==> config.mk <==
export PLATFORM = sky130hd
export DESIGN_NAME = sram_access_ctrl
export DESIGN_NICKNAME = d
export VERILOG_FILES = /design/src/rtl/sram_access_ctrl.sv
export SDC_FILE = /design/constraint.sdc
export NUM_CORES = 1
export LEC_CHECK = 0
export BUFFER_PORTS_ARGS = -buffer_cell sky130_fd_sc_hd__buf_2
export CAP_MARGIN = 20
export CORE_MARGIN = 2
export CORE_UTILIZATION = 40
export CTS_BUF_LIST = sky130_fd_sc_hd__clkbuf_2
export DETAILED_ROUTE_END_ITERATION = 16
export GPL_TIMING_DRIVEN = 0
export PLACE_DENSITY = 0.71
export SETUP_SLACK_MARGIN = 0.02
export SLEW_MARGIN = 25
export SYNTH_ARGS = -nofsm -noshare
export SYNTH_HDL_FRONTEND = slang
export SYNTH_SLANG_ARGS = --single-unit
==> constraint.sdc <==
create_clock -name clk -period 6 [get_ports clk]
set_input_delay 0 -clock clk [delete_from_list [all_inputs] [get_ports clk]]
set_output_delay 0 -clock clk [all_outputs]
set_load 0.02 [all_outputs]
==> src/rtl/sram_access_ctrl.sv <==
// Request/response front end for a 256x32 single-port SRAM: optional zero-fill after
// reset, single-cycle full-word writes, read-modify-write for partial strobes.
module sram_access_ctrl #(
    parameter bit INIT_ZERO = 1'b1
) (
    input  logic        clk,
    input  logic        rst,
    input  logic        req_valid,
    output logic        req_ready,
    input  logic        req_we,
    input  logic [3:0]  req_strb,
    input  logic [7:0]  req_addr,
    input  logic [31:0] req_wdata,
    output logic        resp_valid,
    input  logic        resp_ready,
    output logic [31:0] resp_rdata,
    output logic        init_done,
    output logic        sram_cen,
    output logic        sram_wen,
    output logic [7:0]  sram_a,
    output logic [31:0] sram_d,
    input  logic [31:0] sram_q
);

    typedef enum logic [1:0] {
        st_init,
        st_idle,
        st_rmw_wr
    } state_t;

    state_t      state;
    state_t      state_nxt;
    logic [7:0]  fill_cnt;
    logic        init_done_q;
    logic        pend;
    logic [7:0]  rmw_addr;
    logic [3:0]  rmw_strb;
    logic [31:0] rmw_wdata;
    logic [7:0]  a_hold;
    logic [31:0] d_hold;
    logic        accept;
    logic        strb_full;
    logic        strb_none;
    logic [31:0] byte_mask;
    logic [31:0] merged;

    // Without a fill there is nothing to wait for, so readiness follows reset directly.
    assign init_done = INIT_ZERO ? init_done_q : !rst;

    assign req_ready = (state == st_idle) && init_done && !pend && (!resp_valid || resp_ready);
    assign accept    = req_valid && req_ready;
    assign strb_full = (req_strb == 4'hF);
    assign strb_none = (req_strb == 4'h0);

    assign byte_mask = {{8{rmw_strb[3]}}, {8{rmw_strb[2]}}, {8{rmw_strb[1]}}, {8{rmw_strb[0]}}};
    assign merged    = (rmw_wdata & byte_mask) | (sram_q & ~byte_mask);

    // NOTE: sequential state uses non-blocking assignments only, so every flop samples
    // the pre-edge values regardless of block ordering.
    always_ff @(posedge clk or posedge rst) begin
        if (rst) begin
            if (INIT_ZERO) state <= st_init;
            else           state <= st_idle;
        end else begin
            state <= state_nxt;
        end
    end

    // NOTE: every always_comb output gets a default first, so no path can infer a latch.
    always_comb begin
        state_nxt = state;
        case (state)
            st_init:   if (fill_cnt == 8'hFF) state_nxt = st_idle;
            st_idle:   if (accept && req_we && !strb_full && !strb_none) state_nxt = st_rmw_wr;
            st_rmw_wr: state_nxt = st_idle;
            default:   state_nxt = st_idle;
        endcase
    end

    // Address/data hold their last driven value whenever no access is issued.
    always_comb begin
        sram_cen = 1'b0;
        sram_wen = 1'b0;
        sram_a   = a_hold;
        sram_d   = d_hold;
        if (!rst) begin
            case (state)
                st_init: begin
                    sram_cen = 1'b1;
                    sram_wen = 1'b1;
                    sram_a   = fill_cnt;
                    sram_d   = 32'h0;
                end
                st_idle: begin
                    if (accept && !(req_we && strb_none)) begin
                        sram_cen = 1'b1;
                        sram_a   = req_addr;
                        if (req_we && strb_full) begin
                            sram_wen = 1'b1;
                            sram_d   = req_wdata;
                        end
                    end
                end
                st_rmw_wr: begin
                    sram_cen = 1'b1;
                    sram_wen = 1'b1;
                    sram_a   = rmw_addr;
                    sram_d   = merged;
                end
                default: ;
            endcase
        end
    end

    always_ff @(posedge clk or posedge rst) begin
        if (rst) begin
            fill_cnt    <= 8'h0;
            init_done_q <= 1'b0;
            pend        <= 1'b0;
            resp_valid  <= 1'b0;
            resp_rdata  <= 32'h0;
            rmw_addr    <= 8'h0;
            rmw_strb    <= 4'h0;
            rmw_wdata   <= 32'h0;
            a_hold      <= 8'h0;
            d_hold      <= 32'h0;
        end else begin
            a_hold <= sram_a;
            d_hold <= sram_d;

            // Saturate so the fill can never restart on its own.
            if (state == st_init && fill_cnt != 8'hFF)
                fill_cnt <= fill_cnt + 8'd1;
            if (state == st_init && state_nxt == st_idle)
                init_done_q <= 1'b1;

            pend <= accept && !req_we;

            if (accept && req_we) begin
                rmw_addr  <= req_addr;
                rmw_strb  <= req_strb;
                rmw_wdata <= req_wdata;
            end

            if (pend) begin
                resp_rdata <= sram_q;
                resp_valid <= 1'b1;
            end else if (resp_valid && resp_ready) begin
                resp_valid <= 1'b0;
            end
        end
    end

endmodule

Word-level counts from Yosys, hierarchy flattened
Cells that the tools add are included.
{"block": "totals", "regBits": 129, "input_bits": 81, "output_inout_bits": 77, "word_cells": 66}
{"block": "classes", "addsub": 1, "eq_ne": 6, "mux": 19, "n_bitwise": 4, "reduce_logical": 25}
{"op": "$mux 32", "n": 3}
{"op": "$pmux 32 s3", "n": 1}
{"op": "$and 32x32->32", "n": 2}
{"op": "$not 32->32", "n": 1}
{"op": "$or 32x32->32", "n": 1}
{"op": "$pmux 8 s3", "n": 1}
{"op": "$mux 8", "n": 2}
{"op": "$logic_and 1x1->1", "n": 14}
{"op": "$add 8x1->8 const B", "n": 1}
{"op": "$eq 8x8->1 const B", "n": 1}
{"op": "$ne 8x8->1 const B", "n": 1}
{"op": "$mux 1", "n": 7}
{"op": "$logic_not 1->1", "n": 6}
{"op": "$eq 2x1->1 const B", "n": 2}
{"op": "$eq 4x4->1 const B", "n": 1}
{"op": "$logic_not 4->1", "n": 1}
{"op": "$mux 2", "n": 2}
{"op": "$pmux 1 s2", "n": 2}
{"op": "$pmux 2 s2", "n": 1}
{"op": "$eq 2x2->1 const B", "n": 1}
{"op": "$logic_not 2->1", "n": 1}
{"op": "$reduce_bool 2->1", "n": 1}
{"op": "$reduce_or 2->1", "n": 1}
{"op": "$logic_or 1x1->1", "n": 1}

Longest topological paths before layout
{"block": "depth", "depth_word": 12, "mapped_depth": 7, "mapped_depth_nobuf": 5}

Worst setup path after synthesis
OpenSTA, ideal clock, no wires.
{"block": "synth_timing", "kind": "input to register", "startpoint": "in rst", "endpoint": "reg d_hold[10]", "setup_ns": 0.173, "arrival_time_ns": 4.161, "required_ns": 5.827, "slack_ns": 1.666, "cell_stages": 5, "path_buffers": 2, "cell_sequence": "buf_2 -> inv_1 -> nand4_1 -> buf_2 -> o211ai_1"}
{"block": "synth_between", "elab_chain_cells": 1}
{"element": "from (decl)", "line_no": "7", "source": "input logic rst,"}
{"element": "$mux 32", "line_no": "86", "source": "if (!rst) begin"}
{"element": "via sram_d[10]", "line_no": "21", "source": "output logic [31:0] sram_d,"}
{"element": "to (signal assigned)", "line_no": "129", "source": "d_hold <= sram_d;"}
{"element": "to (decl)", "line_no": "40", "source": "logic [31:0] d_hold;"}
The timed path passes the listed nets, and every way through them passes these cells.
A chain may end at the register's enable or synchronous reset.

Worst setup path after layout
{"block": "layout_timing", "startpoint": "in rst", "endpoint": "out sram_d[21]"}
{"block": "layout_between", "elab_chain_cells": 1}
{"element": "$mux 32", "line_no": "86"}
{"element": "to (decl)", "line_no": "21"}
Every way passes these cells.

==> metrics.md <==
| Metric | Value |
|---|---|
| Status | finished clean |
| Synth Flop Type | dfrtp_1 |
| Drt wl/cell | 17.3 microns |
| Final period util | 55.2% |
| Final worst path period need | 3.31 ns |
| Commonest non-fill, non-tap cells in the layout | 170 x buf_2, 129 x dfrtp_1, 108 x dlygate4sd3_1 |
| Post-DRT Antenna Nets | 0 |
| Buf/Inv on CP | 7 |
| First-pass GRT wire length | 27,800 microns |
| Most common cell after layout, fill and taps aside | buf_2 |
| Num rows | 44 |
| Min-Delay Path Class | in2reg |
| Worst VDD drop | 0.128 mV |
| Power Density | 196 mW/mm^2 |
| Vias per cell | 5.23 |
| DRT Pass-1 Iters | 6 |
| Initial DRC Count | 383 |
| Setup violators final | 0 |
| Starting density of the core | 41.1% |
| Share of layout cells above drive strength 1 | 30.0% |
| Clk root buf | clkbuf_2 |
| CP max stage cell | dlygate4sd3_1 |
| Final setup TNS | 0 ns |
| Drt total wl | 17,900 microns |
| Synth Instances | 552 |
| Static leakage | 4.10 nW |
| Rel. slew slack | 53.8% |
| Critical path's most frequent cell | buf_2 |
| CP top delay family | buffers and inverters |
| Final Hold Fails | 0 |
| GRT Total Usage | 22.2% |
| Crit path launch type | primary input |
| Worst-Skew Late Latency | 0.70 ns |
| Slew @ Worst Pin | 0.693 ns |
| Fin cells | 1,033 |
| H-tree levels | 4 |
| Ant. Diodes | 0 |
| Die height | 126 microns |
| Synth unique cells | 36 |
| Postcts setup bufs | 0 |
| Final core occ | 57.7% |
| Residual DRC | 0 |
| Setup skew after layout | 0.0219 ns |
| Post-Place Cells | 893 |
| Critical path fanouts, max | 97 |
| Worst Setup Path Type | in2out |
| Post-route setup slack | 2.69 ns |
| Post-DP HPWL | 11,000 microns |
| Die W | 126 microns |
| FFs w/ async S/R, synth | 100% |
| Cell Area, Synth | 0.00600 sq mm |
| Average cell area after synthesis | 10.9 sq um |
| Clock Path Buffers | 2 |
| Post-synthesis register bit count | 129 |
| Num CTS Buffers | 17 |
| RSZ-0062 raised after global routing | no |
| Post-route design area | 0.00842 sq mm |
| CP required | 6.00 ns |
| Area added between synthesis and finish | 40.2% |
| Syn_nets | 634 |
| Vias in the first global route | 5,357 |
| Arrival time worst endpoint | 3.31 ns |
| I/O Pins | 158 |
| Largest net degree at the start of global routing | 98 |
| Vias post-DR | 5,403 |
| Reg clk slew, reported paths | 0.17 ns |
| IO Port Bufs | 156 |
| Maximum operating frequency | 0.302 GHz |
| Clk sinks | 129 |
| Initial antenna violation count | 0 |
| Dpl cell area | 0.00705 sq mm |
| Sequential share of the synthesized area | 53.8% |
| Synth Warn # | 0 |
| CTS tree | yes |
| Gr ovfl total | 0 |
| Max-slew violations | 0 |
| MaxCap Viol Count | 0 |
| Core area | 0.0146 sq mm |
| CP endpoint kind | output pin |
| Number of synthesized flops with an enable pin | 0 |
| Cell Chain, Critical Path | dlygate4sd3_1 -> buf_2 -> dlygate4sd3_1 -> inv_8 -> buf_16 -> nand4_1 -> buf_2 -> o211ai_1 -> buf_2 |
| Max incr delay on CP | 0.68 ns |
| RePlAce Congestion | 0.772 |
| Pre-CTS WS | 3.92 ns |
| Die Footprint | 0.0160 sq mm |
| Fin nets | 918 |
==> worst register-to-register path, stage by stage (launching register included) <==
cell           delay, ns
dfrtp_1             0.41
buf_6               0.15
nor2b_4             0.16
and3_1              0.21
nor3b_2             0.58
a221o_1             0.27
dlygate4sd3_1       0.55
==> cells in the mapped netlist (2+ instances only) <==
master,count,area share (%)
buf_1,5,0.31
nand3_1,2,0.17
nand2_1,44,2.8
a221o_1,8,1.3
clkbuf_1,20,1.3
mux2i_1,41,6.8
buf_2,14,1.2
inv_1,33,2.1
o21ai_0,40,3.3
mux2_2,45,8.4
o21a_1,2,0.25
xnor2_1,5,0.73
a21oi_1,32,2.7
and3_1,4,0.42
nor2_1,38,2.4
nand2b_1,3,0.31
dfrtp_1,129,54
and4_1,2,0.29
nand4_1,5,0.52
o211ai_1,64,8.0
==> layer usage <==
layer  routed length (microns)  GRT usage (%)  up-vias
met5                         0              0        -
met2                      8840           36.7      187
li1                          -              -     2543
met4                       271           6.33        0
met3                       957           5.48       24
met1                      7840           29.2     2649
==> power by group <==
part	switching (W)	internal, W	total [W]
Clock	0.000331	0.000312	0.000643
Combinational	0.0000615	0.0000736	0.000135
Sequential	0.000000000000181	0.000870	0.000870
Total	0.000392	0.00126	0.00165
==> per-stage QoR <==
step	hold WS, ns	total power [W]
finish	0.0791	0.00165
global route	0.000346	0.00172
CTS	0.00186	0.00166
detailed placement	0.0927	0.000966
global placement	0.220	0.000963
floorplan	0.0656	0.000919
==> layout make-up <==
| class | count | area, sq um |
|---|---|---|
| Buffer | 41 | 183 |
| Clock buffer | 19 | 95.1 |
| Clock inverter | 13 | 191 |
| Fill cell | 1246 | 6170 |
| Inverter | 33 | 131 |
| Multi-Input combinational cell | 349 | 2470 |
| Sequential cell | 129 | 3230 |
| Tap cell | 184 | 230 |
| Timing Repair Buffer | 265 | 1890 |
==> flip-flops by register name, indices dropped and copies added (netlist names) <==
signal      flops
a_hold          8
d_hold         32
fill_cnt        8
init_done       1
pend            1
resp_rdata     32
resp_valid      1
rmw_addr        8
rmw_strb        4
rmw_wdata      32
state           2
==> logic make-up after synthesis <==
kind of cell | synth area share, %
mux | 15.3
simple gates | 8.84
xor+xnor | 0.876
fa+ha+maj | 0.208
buf+inv | 5.11
compound gates | 15.9
flops | 53.8
==> what timing repair did <==
action / in CTS / in global routing
endpoints found under the setup margin: 0 / 0
gates resized for setup: 0 / 0
hold buffers: 95 / 13
endpoints found under the hold margin: 249 / 13
==> worst paths after layout <==
path / from / end / slack [ns] / cells after the start
max reg2reg: pend / a_hold[6] / 3.63 / 6
min in group asynchronous: rst / rmw_wdata[14] / 0.55 / 4
min: sram_q[28] / resp_rdata[28] / 0.08 / 3
max in group asynchronous: rst / state[1] / 4.69 / 5
min reg2reg: rmw_wdata[27] / rmw_wdata[27] / 0.50 / 2
max: rst / sram_d[21] / 2.69 / 9
Note: power is estimated with default switching activity, not from simulation.
